`src/rtl/alu_exec_unit.sv`:
```
// Execute-stage ALU with a registered valid/ready output stage.
// Define ALU_MDU_EN to add the iterative RV32M multiply/divide engine (1 bit per cycle).
module alu_exec_unit #(
  parameter int unsigned XLEN    = 32,
  parameter int unsigned SHAMT_W = $clog2(XLEN)
) (
  input  logic            clk,
  input  logic            rst_n,
  input  logic            Flush,
  input  logic            InValid,
  output logic            InReady,
  input  logic [6:0]      Opcode,
  input  logic [2:0]      Funct3,
  input  logic [6:0]      Funct7,
  input  logic [XLEN-1:0] OperandA,
  input  logic [XLEN-1:0] OperandB,
  output logic            OutValid,
  input  logic            OutReady,
  output logic [XLEN-1:0] Result,
  output logic            Busy
);

  localparam logic [6:0] OpcReg = 7'b0110011;
  localparam logic [6:0] OpcImm = 7'b0010011;
  localparam logic [6:0] OpcLui = 7'b0110111;

  typedef enum logic [1:0] {StIdle, StCalc, StDone} state_e;

  state_e            state_q, state_d;
  logic              out_valid_q, out_valid_d;
  logic [XLEN-1:0]   result_q, result_d;
  logic [XLEN-1:0]   alu_res;
  logic [SHAMT_W-1:0] shamt;
  logic              is_r, is_i, accept, is_mop;

  assign is_r    = (Opcode == OpcReg);
  assign is_i    = (Opcode == OpcImm);
  assign shamt   = OperandB[SHAMT_W-1:0];
  assign InReady = (state_q == StIdle) && !Flush && (!out_valid_q || OutReady);
  assign accept  = InValid && InReady;

  // Single-cycle base ALU; anything that is not OP/OP-IMM/LUI computes an address-style ADD.
  always_comb begin
    alu_res = OperandA + OperandB;
    if (Opcode == OpcLui) begin
      alu_res = OperandB;
    end else if (is_r || is_i) begin
      unique case (Funct3)
        3'b000: if (is_r && Funct7 == 7'b0100000) alu_res = OperandA - OperandB;
        3'b001: alu_res = OperandA << shamt;
        3'b010: alu_res = {{(XLEN-1){1'b0}}, $signed(OperandA) < $signed(OperandB)};
        3'b011: alu_res = {{(XLEN-1){1'b0}}, OperandA < OperandB};
        3'b100: alu_res = OperandA ^ OperandB;
        3'b101: begin
          if (is_r ? (Funct7 == 7'b0100000) : Funct7[5]) begin
            alu_res = $signed(OperandA) >>> shamt;
          end else begin
            alu_res = OperandA >> shamt;
          end
        end
        3'b110: alu_res = OperandA | OperandB;
        default: alu_res = OperandA & OperandB;
      endcase
    end
  end

`ifdef ALU_MDU_EN
  // acc_q holds {hi, lo}: product during multiply, {remainder, quotient} during divide.
  logic [2*XLEN-1:0] acc_q, acc_d, acc_step, prod_full;
  logic [XLEN-1:0]   dvs_q, dvs_d;
  logic [2:0]        op_q, op_d;
  logic              neg_q, neg_d;
  logic [SHAMT_W-1:0] cnt_q, cnt_d;
  logic [XLEN-1:0]   a_mag, b_mag, quo_rem, mdu_res;
  logic [XLEN:0]     step_sum, rem_sh, rem_diff;
  logic              sgn_a, sgn_b, a_neg, b_neg, neg_in;

  assign is_mop = is_r && (Funct7 == 7'b0000001);
  assign Busy   = (state_q == StCalc);

  // Signed ops run on magnitudes; the sign is reapplied once the iteration finishes.
  always_comb begin
    sgn_a = 1'b0;
    sgn_b = 1'b0;
    case (Funct3)
      3'b001, 3'b100, 3'b110: begin
        sgn_a = 1'b1;
        sgn_b = 1'b1;
      end
      3'b010:  sgn_a = 1'b1;
      default: ;
    endcase
    a_neg = sgn_a & OperandA[XLEN-1];
    b_neg = sgn_b & OperandB[XLEN-1];
    a_mag = a_neg ? -OperandA : OperandA;
    b_mag = b_neg ? -OperandB : OperandB;
    if (!Funct3[2]) begin
      neg_in = a_neg ^ b_neg;
    end else if (!Funct3[1]) begin
      // Divide by zero leaves the all-ones quotient unsigned.
      neg_in = (a_neg ^ b_neg) & (|OperandB);
    end else begin
      neg_in = a_neg;
    end
  end

  always_comb begin
    step_sum = {1'b0, acc_q[2*XLEN-1:XLEN]} + (acc_q[0] ? {1'b0, dvs_q} : '0);
    rem_sh   = {acc_q[2*XLEN-1:XLEN], acc_q[XLEN-1]};
    rem_diff = rem_sh - {1'b0, dvs_q};
    if (!op_q[2]) begin
      acc_step = {step_sum, acc_q[XLEN-1:1]};
    end else if (!rem_diff[XLEN]) begin
      acc_step = {rem_diff[XLEN-1:0], acc_q[XLEN-2:0], 1'b1};
    end else begin
      acc_step = {rem_sh[XLEN-1:0], acc_q[XLEN-2:0], 1'b0};
    end
    prod_full = neg_q ? -acc_q : acc_q;
    quo_rem   = op_q[1] ? acc_q[2*XLEN-1:XLEN] : acc_q[XLEN-1:0];
    if (!op_q[2]) begin
      mdu_res = (op_q[1:0] == 2'b00) ? prod_full[XLEN-1:0] : prod_full[2*XLEN-1:XLEN];
    end else begin
      mdu_res = neg_q ? -quo_rem : quo_rem;
    end
  end
`else
  assign is_mop = 1'b0;
  assign Busy   = 1'b0;
`endif

  always_comb begin
    state_d     = state_q;
    out_valid_d = out_valid_q;
    result_d    = result_q;
`ifdef ALU_MDU_EN
    acc_d = acc_q;
    dvs_d = dvs_q;
    op_d  = op_q;
    neg_d = neg_q;
    cnt_d = cnt_q;
`endif
    if (Flush) begin
      state_d     = StIdle;
      out_valid_d = 1'b0;
    end else begin
      case (state_q)
        StIdle: begin
          if (accept) begin
            if (is_mop) begin
              state_d     = StCalc;
              out_valid_d = 1'b0;
`ifdef ALU_MDU_EN
              acc_d = {{XLEN{1'b0}}, a_mag};
              dvs_d = b_mag;
              op_d  = Funct3;
              neg_d = neg_in;
              cnt_d = '0;
`endif
            end else begin
              result_d    = alu_res;
              out_valid_d = 1'b1;
            end
          end else if (out_valid_q && OutReady) begin
            out_valid_d = 1'b0;
          end
        end
`ifdef ALU_MDU_EN
        StCalc: begin
          acc_d = acc_step;
          cnt_d = cnt_q + 1'b1;
          if (cnt_q == SHAMT_W'(XLEN - 1)) state_d = StDone;
        end
        StDone: begin
          if (!out_valid_q) begin
            result_d    = mdu_res;
            out_valid_d = 1'b1;
          end else if (OutReady) begin
            out_valid_d = 1'b0;
            state_d     = StIdle;
          end
        end
`endif
        default: state_d = StIdle;
      endcase
    end
  end

  always_ff @(posedge clk or negedge rst_n) begin
    if (!rst_n) begin
      state_q     <= StIdle;
      out_valid_q <= 1'b0;
      result_q    <= '0;
`ifdef ALU_MDU_EN
      acc_q <= '0;
      dvs_q <= '0;
      op_q  <= '0;
      neg_q <= 1'b0;
      cnt_q <= '0;
`endif
    end else begin
      state_q     <= state_d;
      out_valid_q <= out_valid_d;
      result_q    <= result_d;
`ifdef ALU_MDU_EN
      acc_q <= acc_d;
      dvs_q <= dvs_d;
      op_q  <= op_d;
      neg_q <= neg_d;
      cnt_q <= cnt_d;
`endif
    end
  end

  assign OutValid = out_valid_q;
  assign Result   = result_q;

endmodule

```
`config.mk`:
```
export PLATFORM = sky130hd
export DESIGN_NAME = alu_exec_unit
export DESIGN_NICKNAME = d
export VERILOG_FILES = /design/src/rtl/alu_exec_unit.sv
export SDC_FILE = /design/constraint.sdc
export NUM_CORES = 1
export LEC_CHECK = 0
export CAP_MARGIN = 20
export CORE_ASPECT_RATIO = 2
export CORE_MARGIN = 3
export CORE_UTILIZATION = 45
export CTS_CLUSTER_DIAMETER = 50
export CTS_CLUSTER_SIZE = 28
export DETAILED_ROUTE_END_ITERATION = 7
export GPL_ROUTABILITY_DRIVEN = 0
export PLACE_DENSITY = 0.66
export SLEW_MARGIN = 20
export SYNTH_ARGS = -nofsm -noshare
export SYNTH_HDL_FRONTEND = slang
export SYNTH_SLANG_ARGS = --single-unit
export TNS_END_PERCENT = 50
```
`constraint.sdc`:
```
create_clock -name clk -period 2.5 [get_ports clk]
set_input_delay 0.375 -clock clk [delete_from_list [all_inputs] [get_ports clk]]
set_output_delay 0.375 -clock clk [all_outputs]
set_load 0.01 [all_outputs]
```
==> out/results.ini, run 1 <==
[global_routing]
grt_max_degree = 53
grt_pass1_vias = 20400
grt_overflow = 5
grt_pass1_wl_um = 127000
track_usage_pct = 60.7

[die]
rows = 81
die_h_um = 229
die_x_um = 118
start_util_pct = 45.8
io-pin-count = 121

[synthesis]
ys_seq_area_share_pct = 7.38
yosysWarnings = 0
syn_avg_cell_area_sq_um = 7.09
ys.flop_type = dfrtp_1
netlist_instances = 1578
synth_fp_nets = 1763
yosysUniqueCellTypes = 91
synth_area_sq_um = 11200
async_flop_share_pct = 100
ys_seq_elements = 33
synth_edf_count = 0

[outcome]
status = aborted with a tool error
error = [ERROR GRT-0116] Global routing finished with congestion. Check the congestion regions in the DRC Viewer.
haltStage = global routing

[placement]
placedCellCount = 2483
port_buffers = 119
dp_hpwl_um = 50800
place_area_sq_um = 16900

[clocking]
cts_buffers = 5
clock_path_buffers = 2
cts.sinks = 33
htreeDepth = 2
postCtsHoldBufs = 0
cts_root_buf = clkbuf_16

## cells in the mapped netlist, types with 9 or more instances
| cell | number | area [sq um] |
|---|---|---|
| nand2_1 | 153 | 574 |
| nor2_1 | 137 | 514 |
| o21ai_0 | 131 | 656 |
| a21oi_1 | 129 | 646 |
| inv_1 | 99 | 372 |
| ha_1 | 97 | 1210 |
| clkbuf_1 | 78 | 293 |
| mux2i_1 | 53 | 531 |
| nor3_1 | 52 | 260 |
| nand3_1 | 50 | 250 |
| mux4_2 | 47 | 1060 |
| dfrtp_1 | 33 | 826 |
| o211ai_1 | 32 | 240 |
| nand2b_1 | 31 | 194 |
| a31oi_1 | 29 | 181 |
| xnor2_1 | 29 | 254 |
| buf_2 | 25 | 125 |
| o221ai_1 | 24 | 210 |
| a211oi_1 | 22 | 165 |
| mux2_2 | 18 | 203 |
| a22oi_1 | 17 | 128 |
| buf_1 | 16 | 60.1 |
| o22ai_1 | 15 | 93.8 |
| a22o_1 | 13 | 114 |
| nand4_1 | 13 | 81.3 |
| nor4_1 | 13 | 81.3 |
| o31ai_1 | 13 | 97.6 |
| a21o_1 | 11 | 82.6 |
| o21bai_1 | 10 | 75.1 |
| a221oi_1 | 9 | 78.8 |
| nor2b_1 | 9 | 56.3 |
## per-layer routing
metal	track usage [%]	overflow
met1	61.1	0
met3	34.4	0
met4	60.5	3
met5	8.64	0
met2	84.6	2
## repair_timing
action,CTS
buffers inserted,79
endpoints found under the hold margin,0
setup endpoints to repair,32
cloned,5
gates resized for setup,552
pin swaps,154
## per-stage QoR
stage	hold WS [ps]	setup WS (ps)
after CTS	234	-297
after floorplan	79.4	-561
after global placement	476	-1220
after detailed placement	479	-1230
## cell families after synthesis
| family | share of synthesized area (%) |
|---|---|
| buf+inv | 8.60 |
| fa+ha+maj | 11.2 |
| other cells | 0.0335 |
| flops | 7.38 |
| mux | 16.3 |
| xor+xnor | 2.58 |
| simple gates | 21.1 |
| compound gates | 32.8 |
==> run 2: changes to the inputs <==
--- a/config.mk
+++ b/config.mk
@@ -6,14 +6,11 @@
 export NUM_CORES = 1
 export LEC_CHECK = 0
 export CAP_MARGIN = 20
-export CORE_ASPECT_RATIO = 2
 export CORE_MARGIN = 3
-export CORE_UTILIZATION = 45
-export CTS_CLUSTER_DIAMETER = 50
-export CTS_CLUSTER_SIZE = 28
+export CORE_UTILIZATION = 30
 export DETAILED_ROUTE_END_ITERATION = 7
 export GPL_ROUTABILITY_DRIVEN = 0
-export PLACE_DENSITY = 0.66
+export PLACE_DENSITY_LB_ADDON = 0.15
 export SLEW_MARGIN = 20
 export SYNTH_ARGS = -nofsm -noshare
 export SYNTH_HDL_FRONTEND = slang
==> run 2 against run 1 <==
  * The flow now finishes, with violations (negative setup slack)
  * Area after synthesis stayed put
  * Synthesized cell count stayed put
==> out/results.ini, run 2 <==
[global_routing]
track_usage_pct = 34.3
grt.met3_usage_pct = 6.15
grt_max_degree = 52
antenna_found_initial = 0
grt_use_met2_pct = 53.7
grt_pass1_vias = 16700
grt_overflow = 0
busiest_layer = met2
grt_util_met1_pct = 42.9
grt_pass1_wl_um = 103000

[drt]
finalWirelength_um = 70300
drtAntennaViolNets = 0
dr.pass1.iters = 6
vias_per_cell = 6.12
drtIter0Drc = 2272
avgRoutedWirePerCell_um = 25.6
vias = 16800
drc = 0

[die]
io-pin-count = 121  ; unchanged
rows = 70  ; was 81
core_sq_um = 36700
die_x_um = 199  ; was 118 um
die_h_um = 199  ; was 229 um
die_area_sq_um = 39700
start_util_pct = 30.5  ; was 45.8%

[finish]
layout_commonest_cell = buf_4
seq_area_sq_um = 826
stdcell_count = 2746
final_cell_mix = buf_4, nand2_1, nor2_1
multiInputGateArea_sq_um = 11500
syn_to_final_growth_pct = 81.5
final_util_pct = 55.3
largest_register_ffs = 32
diodes = 0
final_layout_size_suffix_gt1_share_pct = 51.4
fin_nets = 2462
fillCellCount = 3372

[synthesis]
ys_seq_elements = 33  ; unchanged
synth_fp_nets = 1763  ; unchanged
synth_common_cells = nand2_1, nor2_1, o21ai_0, a21oi_1, inv_1  ; unchanged
yosysMostFrequentCell = nand2_1  ; unchanged
ys.flop_type = dfrtp_1  ; unchanged
yosysWarnings = 0  ; unchanged
synth_top_family_by_area = compound AO/OA/AOI/OAI gates  ; unchanged
yosysUniqueCellTypes = 91  ; unchanged
synthXorXnorAreaFrac_pct = 2.58  ; unchanged
netlist_instances = 1578  ; unchanged
async_flop_share_pct = 100  ; unchanged
synth_area_sq_um = 11200  ; unchanged
synth_fa_ha_area_share_pct = 11.2  ; unchanged
syn_avg_cell_area_sq_um = 7.09  ; unchanged
synthMuxAreaShare_pct = 16.3  ; unchanged
synth_compound_area_share_pct = 32.8  ; unchanged
synth_area_leader_cell = ha_1  ; unchanged
synth.top_cells.by_area = ha_1, mux4_2, dfrtp_1, o21ai_0, a21oi_1  ; unchanged
yosysTopAreaCellShare_pct = 10.8  ; unchanged
synthSimpleGateAreaFrac_pct = 21.1  ; unchanged
ys_seq_area_share_pct = 7.38  ; unchanged
synth_edf_count = 0  ; unchanged

[timing]
fin_tns_setup_ps = -3990
drv_slew = 0
hold_ws_ps = 16.0
period_share_pct = 111
fin_ws_ps = -287
finClkSkew_ps = 6.92
fin_crit_ps = 2790
rsz0062_at_grt = true
timing.fmax_mhz = 359
setup_viol = 30
hold_viol = 0
tightest_slew_ps = 593
slew_headroom_pct = 60.1

[worst_setup_path]
endpoint_kind = flop
cp_max_fo = 4
worstSetupPathType = input port to flop
crit_arrival_ps = 3030
start_kind = input port
rr_endpoint = Result[22]$_DFFE_PN0P_
reg2reg_slack_ps = 80
timing.rr.start = OutValid$_DFFE_PN0P_
reg2reg_depth = 12
cp.required_ps = 2740

[outcome]
status = complete, but fails checks  ; was aborted with a tool error
violations = negative setup slack

[worst_hold_path]
hold_class = input port to async pin

[clocking]
htreeDepth = 2  ; unchanged
cts.sinks = 33  ; unchanged
clk-insertion-delay-late_ps = 310
cts_tree = built
cts_root_buf = clkbuf_16  ; unchanged
postCtsHoldBufs = 0  ; unchanged
clkTransAtPathRegs_ps = 70
cts_buffers = 5  ; unchanged
clock_path_buffers = 2  ; unchanged

[placement]
dp_hpwl_um = 53800  ; was 50800 um
port_buffers = 119  ; unchanged
placedCellCount = 2641  ; was 2483

[power_and_ir_drop]
power.total_uw = 6320
ir_drop_v = 0.000300
p_comb_share_pct = 77.3
switching_share_pct = 46.3
pwr-share-seq_pct = 11.7
p_per_area_nw_per_um2 = 311
clockPowerShare_pct = 11.0
power_switching_uw = 2930
p_leak_uw = 0.00871
intPower_uw = 3400

[flow_run]
cap_violations = 0

## run 2: cell counts after synthesis
No cell type changed its count.
## run 2: logic make-up after synthesis
logic type | after synthesis
compound gates | 554
xor+xnor | 33
fa+ha+maj | 99
buf+inv | 233
flops | 33
mux | 120
other cells | 1
simple gates | 505
## run 2: area by class of cell
class | count | area share (%)
multi-input combinational | 1312 | 56.6
timing repair buffer | 822 | 33.6
sequential | 33 | 4.07
tap | 468 | 2.88
inverter | 103 | 2.14
clock buffer | 5 | 0.616
clock inverter | 3 | 0.0862
## run 2: repair_timing
action	CTS	global route
resized for setup	644	86
pin swaps	175	64
setup endpoints to repair	32	32
cloned	5	1
setup buffers	84	12
## run 2: layer usage
| metal | wire length [um] | up-vias |
|---|---|---|
| met2 | 30700 | 1179 |
| met4 | 5950 | 0 |
| li1 | - | 7331 |
| met5 | 0 | - |
| met1 | 26700 | 8031 |
| met3 | 6950 | 263 |
## run 2: stage by stage
stage,setup slack [ps],cell area (sq um)
final,-287,20300
after global routing,-356,20300
after CTS,-294,19900
after detailed placement,-1250,17200
after global placement,-1240,17200
after floorplan,-561,11400
## run 2: power groups by stage
stage	Combinational (uW)	Clock, uW	Sequential, uW
floorplan	1770	0	784
global placement	3940	0	747
detailed placement	3960	0	747
CTS	4610	699	739
global route	5120	719	752
finish	4890	697	739
## run 2: worst max-delay path: stages
cell      delay, ps
buf_12          100
inv_8            40
buf_6           110
ha_4            140
nor2b_4         130
o31ai_4         270
a21oi_2         110
o211ai_1        360
buf_4           210
a21oi_4          60
or4_4           510
a211o_1         310
a31o_1          180
a21oi_2         120
## run 2: worst max-delay path by stage
stage / to / start / slack, ps / depth (start not counted)
after floorplan: Result[29]$_DFFE_PN0P_ / OperandB[3] / -560 / 15
after global placement: Result[0]$_DFFE_PN0P_ / OperandA[18] / -1240 / 14
after detailed placement: Result[0]$_DFFE_PN0P_ / OperandA[18] / -1250 / 14
after CTS: Result[27]$_DFFE_PN0P_ / OperandB[1] / -290 / 14
after global routing: Result[27]$_DFFE_PN0P_ / OperandB[1] / -360 / 14
final: Result[27]$_DFFE_PN0P_ / OperandB[1] / -290 / 14
Note: power is estimated with default switching activity, not from simulation.
